$ cat config.mk
export PLATFORM = sky130hd
export DESIGN_NAME = chip8_timer_ctrl
export DESIGN_NICKNAME = d
export VERILOG_FILES = /design/src/rtl/chip8_timer_ctrl.sv
export SDC_FILE = /design/constraint.sdc
export NUM_CORES = 1
export LEC_CHECK = 0
export ABC_AREA = 1
export CORE_MARGIN = 5
export CORE_UTILIZATION = 40
export CTS_BUF_LIST = sky130_fd_sc_hd__clkbuf_8 sky130_fd_sc_hd__clkbuf_16
export DETAILED_ROUTE_END_ITERATION = 8
export PLACE_DENSITY_LB_ADDON = 0.2
export SLEW_MARGIN = 10
export SYNTH_ARGS = -nofsm -noshare
export SYNTH_HDL_FRONTEND = slang
export SYNTH_SLANG_ARGS = --single-unit
$ cat constraint.sdc
create_clock -name clk -period 1.3 [get_ports clk]
set_input_delay 0.195 -clock clk [delete_from_list [all_inputs] [get_ports clk]]
set_output_delay 0.195 -clock clk [all_outputs]
set_load 0.01 [all_outputs]
$ cat src/rtl/chip8_timer_ctrl.sv
// CHIP-8 delay/sound timer scheduler: 60 Hz prescaler, shared saturating decrementer, CPU write port.
// Optional square-wave buzzer tone generator enabled by defining CHIP8_TIMER_TONE_EN.
module chip8_timer_ctrl #(
    parameter int CLK_HZ  = 27000000,
    parameter int TICK_HZ = 60,
    parameter int TONE_HZ = 440
) (
    input  logic       clk,
    input  logic       rst,
    input  logic       en,
    input  logic       wr_valid,
    output logic       wr_ready,
    input  logic       wr_sel,
    input  logic [7:0] wr_data,
    output logic [7:0] delay_val,
    output logic [7:0] sound_val,
    output logic       sound_on,
    output logic       buzzer,
    output logic       tick,
    output logic       overrun
);

    localparam int DATA_W = 8;
    localparam int DIV    = CLK_HZ / TICK_HZ;
    localparam int PW     = (DIV > 1) ? $clog2(DIV) : 1;
    localparam logic [PW-1:0] PCNT_MAX = PW'(DIV - 1);

    if (DIV < 1 || TONE_HZ < 1) begin : g_cfg_err
        $error("chip8_timer_ctrl: CLK_HZ/TICK_HZ and TONE_HZ must be positive");
    end

    typedef enum logic [1:0] {
        IDLE   = 2'd0,
        DEC_DT = 2'd1,
        DEC_ST = 2'd2
    } state_t;

    function automatic logic [DATA_W-1:0] sat_dec(input logic [DATA_W-1:0] v);
        return (v == '0) ? '0 : v - 1'b1;
    endfunction

    logic [PW-1:0]     pcnt_q, pcnt_d;
    logic              tick_q, tick_d;
    state_t            state_q, state_d;
    logic [DATA_W-1:0] delay_q, delay_d;
    logic [DATA_W-1:0] sound_q, sound_d;
    logic              pend_q, pend_d;
    logic              overrun_q, overrun_d;

    always_comb begin
        pcnt_d = pcnt_q;
        tick_d = 1'b0;
        if (en) begin
            if (pcnt_q == PCNT_MAX) begin
                pcnt_d = '0;
                tick_d = 1'b1;
            end else begin
                pcnt_d = pcnt_q + 1'b1;
            end
        end
    end

    // A write landing in IDLE on the same edge as the sequence start is decremented by that sequence.
    always_comb begin
        state_d   = state_q;
        delay_d   = delay_q;
        sound_d   = sound_q;
        pend_d    = pend_q;
        overrun_d = overrun_q;
        case (state_q)
            IDLE: begin
                if (wr_valid) begin
                    if (wr_sel) begin
                        sound_d = wr_data;
                    end else begin
                        delay_d = wr_data;
                    end
                end
                if (tick_q || pend_q) begin
                    state_d = DEC_DT;
                    pend_d  = 1'b0;
                end
            end
            DEC_DT: begin
                delay_d = sat_dec(delay_q);
                state_d = DEC_ST;
            end
            DEC_ST: begin
                sound_d = sat_dec(sound_q);
                state_d = IDLE;
            end
            default: begin
                state_d = IDLE;
            end
        endcase
        if (tick_q && (state_q != IDLE)) begin
            if (pend_q) begin
                overrun_d = 1'b1;
            end else begin
                pend_d = 1'b1;
            end
        end
    end

    always_ff @(posedge clk) begin
        if (rst) begin
            pcnt_q    <= '0;
            tick_q    <= 1'b0;
            state_q   <= IDLE;
            delay_q   <= '0;
            sound_q   <= '0;
            pend_q    <= 1'b0;
            overrun_q <= 1'b0;
        end else begin
            pcnt_q    <= pcnt_d;
            tick_q    <= tick_d;
            state_q   <= state_d;
            delay_q   <= delay_d;
            sound_q   <= sound_d;
            pend_q    <= pend_d;
            overrun_q <= overrun_d;
        end
    end

    assign wr_ready  = (state_q == IDLE);
    assign delay_val = delay_q;
    assign sound_val = sound_q;
    assign sound_on  = |sound_q;
    assign tick      = tick_q;
    assign overrun   = overrun_q;

`ifdef CHIP8_TIMER_TONE_EN
    localparam int HALF = CLK_HZ / (2 * TONE_HZ);
    localparam int TW   = (HALF > 1) ? $clog2(HALF) : 1;
    localparam logic [TW-1:0] TONE_MAX = TW'(HALF - 1);

    logic [TW-1:0] tone_cnt_q, tone_cnt_d;
    logic          buzz_q, buzz_d;

    always_comb begin
        tone_cnt_d = '0;
        buzz_d     = 1'b0;
        if (sound_on) begin
            if (tone_cnt_q == TONE_MAX) begin
                tone_cnt_d = '0;
                buzz_d     = ~buzz_q;
            end else begin
                tone_cnt_d = tone_cnt_q + 1'b1;
                buzz_d     = buzz_q;
            end
        end
    end

    always_ff @(posedge clk) begin
        if (rst) begin
            tone_cnt_q <= '0;
            buzz_q     <= 1'b0;
        end else begin
            tone_cnt_q <= tone_cnt_d;
            buzz_q     <= buzz_d;
        end
    end

    // Gate with sound_on so the output drops the same cycle ST reaches zero.
    assign buzzer = buzz_q & sound_on;
`else
    assign buzzer = sound_on;
`endif

endmodule

==> results of run 1 <==
layout by cell type (no fill, tap or decap), drive strengths merged:
cell	count
nand2	70
nor2	57
buf	49
inv	46
dfxtp	40
o21ai	38
nand3	25
dlygate4sd2	18
a21oi	18
clkdlybuf4s50	11
xor2	10
nor3	8
clkbuf	7
nand4	5
ha	5
o21bai	3
xnor2	2
nor4	1
and2	1
a31oi	1
o22ai	1
dlymetal6s2s	1
final timing paths:
check	slack, ns	startpoint	depth (start not counted)	endpoint
max	-0.21	sound_val[0]	6	sound_on
min	0.47	en	5	pcnt_q[1]
max reg2reg	-0.07	pcnt_q[0]	8	pcnt_q[8]
min reg2reg	0.48	overrun	2	overrun
per-layer routing:
metal	global-route usage, %	share of wire (%)
met1	19.34	43
met2	28.25	52
met3	3.398	4.1
met4	6.763	1.3
met5	0	0
through the flow:
| step | instance area, um^2 | utilization (%) | setup TNS (ns) | instances | hold WS [ns] |
|---|---|---|---|---|---|
| 2_1_floorplan | 2252 | - | 0 | 334 | 0.4156 |
| 3_3_place_gp | 2958 | 54.05 | -7.316 | 473 | 0.4678 |
| 3_5_place_dp | 2958 | 54.05 | -8.121 | 473 | 0.4651 |
| 4_1_cts | 3062 | 55.94 | -0.3718 | 483 | 0.4770 |
| 5_1_grt | 3318 | 60.63 | -1.701 | 489 | 0.5052 |
| 6_report | 3318 | 60.63 | -0.4873 | 489 | 0.4695 |
registers in the layout, summed over array words and instances (netlist names):
signal,flops
tick,1
sound_val,8
state_q,2
delay_val,8
pend_q,1
pcnt_q,19
overrun,1
cell type report:
| type | instances | area, um^2 |
|---|---|---|
| Timing Repair Buffer | 80 | 696.9 |
| Sequential cell | 40 | 832.0 |
| Fill cell | 513 | 2155 |
| Multi-Input combinational cell | 245 | 1444 |
| Clock inverter | 2 | 7.507 |
| Inverter | 44 | 165.2 |
| Tap cell | 72 | 90.09 |
| Clock buffer | 6 | 82.58 |
power breakdown:
group          switching [uW]  internal (uW)
registers                38.9           1270
clock network             434            418
logic                     288            273
worst min-delay path, stage by stage:
cell	delay (ns)
dlymetal6s2s_1	0.19
inv_2	0.07
buf_4	0.14
nor2_1	0.08
nor3_1	0.05
timing repair:
item / in CTS / in global routing
pin swaps: 7 / 26
cloned: 0 / 0
setup endpoints to repair: 33 / 37
hold buffers: 0 / 0
setup buffers: 2 / 6
resized for setup: 37 / 79
logic make-up after synthesis:
kind of cell	synth area share [%]
AND/OR/NAND/NOR	32.94
AO/OA/AOI/OAI	15.19
buffers and inverters	8.792
flip-flops	35.62
XOR/XNOR	4.674
adder cells (fa/ha/maj)	2.782
==> results by group, run 1 <==
Routing
  • WL final: 6.072 mm
  • Residual DRC count: 0
  • Via density per instance: 4.963
  • ANT nets after route: 0
  • DRT iter0 DRCs: between 80 and 90
  • First-pass DRT Iterations: 4
  • Via Count: approximately 2400
  • WL per Instance: approximately 12 um

Power
  • Final Power: around 2700 uW
  • PD cells: 819.7 nW/um^2
  • Leak pwr: about 0.0014 uW
  • VDD IR max: roughly 470 uV

Finish
  • Antenna Cells: 0
  • Layout cell share with drive strength beyond 1: about a third
  • P&R area growth vs syn: 47.58%
  • Final nets: between 400 and 500

Synthesis
  • Share of Yosys cell area claimed by the top area cell type: 35.61%
  • Synthesized netlist net count: between 300 and 400
  • Async set or reset register ratio after synthesis: 0%
  • Area leader, netlist: dfxtp_1
  • Average cell area after synthesis: roughly 6.7 um^2
  • Most common cell in the netlist: nand2_1
  • EDFF count, synth: 0
  • Mapped Cells: approximately 330
  • Synth cell count leaders: nand2_1 (65), nor2_1 (50), inv_1 (41), dfxtp_1 (40), o21ai_0 (35)
  • Synth warn: 0
  • Synth top area cells: dfxtp_1 (36%), nand2_1 (11%), nor2_1 (8.3%), o21ai_0 (7.8%), inv_1 (6.8%)
  • Synth Flop Type: dfxtp_1
  • Synth Register Bits: 40
  • Yosys cell types: 33
  • Seq/Total Area, Yosys: 35.61%
  • Cell Area, Synth: about 2200 um^2

Setup path
  • Crit path top cell by count: inv_2
  • Worst Setup Path Type: register to output pin
  • Slowest cell delay on critical path: around 0.33 ns
  • Critical path capture point type: output pin
  • Cell family with most CP delay: flip-flops
  • Crit start category: register
  • Slowest-stage cell, CP: dfxtp_2
  • CP arrival: between 1 and 1.5 ns
  • Critical path peak fanout: 2
  • Cells along the critical path: inv_2, ha_4, inv_2, nor4_2, nand3_1, buf_2
  • CP Data Required Time: between 1 and 1.5 ns
  • Crit path buf inv count: 3

STA
  • FMAX: approximately 660 MHz
  • Slew Limit Headroom: 74.70%
  • Final Setup Violations: 4
  • Final Hold Viols: 0
  • Final Cycle Share: 116.0%
  • Worst-Margin Slew: around 0.38 ns
  • RSZ-0062 raised after global routing: yes
  • Setup ws final: -0.2084 ns
  • Max-slew violation count: 0
  • Setup Skew: approximately 0.008 ns
  • Final Critical Period: about 1.5 ns

Clocking
  • Max clock buf depth: 2
  • CTS Root Cell: clkbuf_8
  • Clk sink count: 40
  • H-tree depth: 2
  • CTS Buf Count: 5
  • TritonCTS clock tree: built
  • Clk pin slew, worst setup/hold paths: roughly 0.08 ns
  • Later-pin clock latency in the skew report: 0.29 ns

Floorplan
  • Num ports: 34
  • CORE AREA: 5473 um^2
  • Site Rows: 27
  • Die H: 84.98 um
  • Die area: between 7000 and 8000 um^2
  • Die W: around 85 um
  • Initial Util: about two fifths

Flow run
  • Maxcap violations: 0

Global route
  • Total congestion overflow: 0
  • All-layer global routing usage: 16.27%
  • Largest net degree at the start of global routing: 17
  • Initial antenna violation count: 0
  • Vias in the first global route: ~2200
  • Global-route wire length before repair: slightly below 10 mm

Run status
  • Violations in the final reports: negative setup slack
  • Run status: finished with violations

Place
  • PortBufs: 33
  • DP Worst Slack: -0.3208 ns
  • DPL Wire Length: around 4.4 mm
  • Routability cong.: roughly 0.86

Min path
  • Worst min path class: primary input to register
Power figures use the tool's default switching activity.
==> run 2: changes to the inputs <==
- CORE_MARGIN: 5 -> 1.5
==> results by group, run 2 (synthesized netlist as in run 1, its figures left out) <==
STA
  • RSZ-0062 raised after global routing: yes
  • FMAX: ~690 MHz
  • Final Cycle Share: 111.0%
  • Final Hold Viols: 0
  • Max-slew violation count: 0
  • Final Setup Violations: 16
  • Setup ws final: -0.1436 ns
  • Final Critical Period: between 1 and 1.5 ns
  • Setup Skew: a little over 0.006 ns
  • Hold WS: roughly 0.46 ns
  • Slew Limit Headroom: 76.64%
  • Worst-Margin Slew: ~0.35 ns
  • Post-route setup TNS: -0.4631 ns

Run status
  • Run status: finished with violations
  • Violations in the final reports: negative setup slack

Routing
  • Via density per instance: 4.894
  • DRT iter0 DRCs: about 110
  • First-pass DRT Iterations: 4
  • WL per Instance: roughly 12 um
  • Via Count: roughly 2400
  • ANT nets after route: 0
  • WL final: 5.855 mm
  • Residual DRC count: 0

Global route
  • Largest net degree at the start of global routing: 12
  • Initial antenna violation count: 0
  • Global-route wire length before repair: roughly 9.6 mm
  • Total congestion overflow: 0
  • Vias in the first global route: 2178
  • All-layer global routing usage: roughly 20%

Setup path
  • CP endpoint: sound_on
  • Worst Setup Path Type: register to output pin
  • Critical path capture point type: output pin
  • Crit start category: register
  • CP Depth: 6
  • Slowest-stage cell, CP: dfxtp_2
  • Worst R2R Path Depth: 9
  • Cell family with most CP delay: flip-flops
  • RR Endpoint: sound_val[6]
  • R2r startpoint: sound_val[1]
  • R2R Setup Slk: -0.04 ns
  • Slowest cell delay on critical path: approximately 0.33 ns
  • Critical path peak fanout: 2
  • CP arrival: 1.25 ns
  • Crit path buf inv count: 3
  • Cells along the critical path: inv_2, ha_4, inv_2, nor4_2, nand3_1, buf_2
  • CP Data Required Time: between 1 and 1.5 ns
  • Crit path top cell by count: inv_2
  • Critical path origin: sound_val[0]

Floorplan
  • CORE AREA: between 5000 and 6000 um^2
  • Die H: between 70 and 80 um
  • Die W: roughly 80 um
  • Die area: a little over 6000 um^2
  • Initial Util: roughly 41%
  • Site Rows: 27
  • Num ports: 34

Clocking
  • CTS Buf Count: 5
  • Clk pin slew, worst setup/hold paths: roughly 0.080 ns
  • Later-pin clock latency in the skew report: ~0.3 ns
  • Clk sink count: 40
  • CTS Root Cell: clkbuf_8
  • H-tree depth: 2
  • Max clock buf depth: 2
  • Hold buffer count at cts: 0
  • TritonCTS clock tree: built

Min path
  • Hold path start: overrun
  • Worst min path class: register to register

Finish
  • Commonest non-fill, non-tap cells in the layout: nand2_1 (53), nor2_1 (43), buf_4 (37)
  • Util after Layout: 60.13%
  • Multi-input gate area: approximately 1500 um^2
  • Layout cell share with drive strength beyond 1: 33.33%
  • FILL cells: 511
  • Commonest non-fill, non-tap cell in the layout: nand2_1
  • Final nets: around 430
  • P&R area growth vs syn: 46.36%
  • Largest Register: pcnt_q
  • Antenna Cells: 0
  • FF+latch area: roughly 830 um^2
  • Largest register FFs: 19

Place
  • Routability cong.: between 0.8 and 0.9
  • DP Worst Slack: -0.3242 ns
  • PortBufs: 33
  • DPL Wire Length: between 4 and 5 mm

Power
  • PD cells: around 830 nW/um^2
  • Leak pwr: around 0.0014 uW
  • Switching power: roughly 800 uW
  • Comb power frac: between 20% and 30%
  • Sequential share of power: a little under half
  • Sw frac: between 20% and 30%
  • VDD IR max: roughly 530 uV
  • Clock Power Share: around a third
  • Cell-internal power: slightly below 2000 uW

Flow run
  • Maxcap violations: 0
==> run 2: layout make-up <==
cell class              count  area share (%)
inverters                  44           5.171
well taps                  72           2.738
clock inverters             2          0.2281
multi-input cells         245           44.94
clock buffers               6           2.510
flip-flops and latches     40           25.29
repair buffers             74           19.13
==> run 2: worst min-delay path: cells and delay by family, from the launching register on <==
kind               cells  cell delay, ns
DFF                    1            0.33
AOI/OAI and AO/OA      1            0.04
and+or+nand+nor        1            0.07
==> run 2: metal layers <==
layer | wire (um) | track usage, % | vias to the layer above
met3 | 281 | 4.000 | 7
met5 | 0 | 0 | -
met2 | 2948 | 35.65 | 52
met4 | 64 | 5.357 | 0
met1 | 2560 | 23.85 | 1080
li1 | - | - | 1225
==> run 2: timing repair <==
action	in CTS	in global routing
gates resized for setup	53	68
buffers inserted	2	4
pin swaps	6	27
endpoints found under the setup margin	40	38
==> run 2: power by group through the flow <==
stage	clock network (uW)	logic (uW)	registers (uW)
4_1_cts	889	508	1300
6_report	867	560	1310
3_3_place_gp	0	499	1330
2_1_floorplan	0	252	1350
3_5_place_dp	0	505	1330
5_1_grt	934	619	1320
==> run 2: worst min path at each step <==
| stage | to | slack, ns | cells after the start |
|---|---|---|---|
| after floorplan | delay_val[1] | 0.42 | 2 |
| after global placement | overrun | 0.46 | 2 |
| after detailed placement | overrun | 0.46 | 2 |
| after CTS | overrun | 0.47 | 2 |
| after global routing | overrun | 0.54 | 2 |
| final | overrun | 0.46 | 2 |
==> run 2: stage by stage <==
stage	instances	total power, uW	area [um^2]
finish	483	2737	3291
global route	483	2871	3291
global placement	470	1827	2910
floorplan	334	1601	2252
detailed placement	470	1835	2910
CTS	479	2701	3062
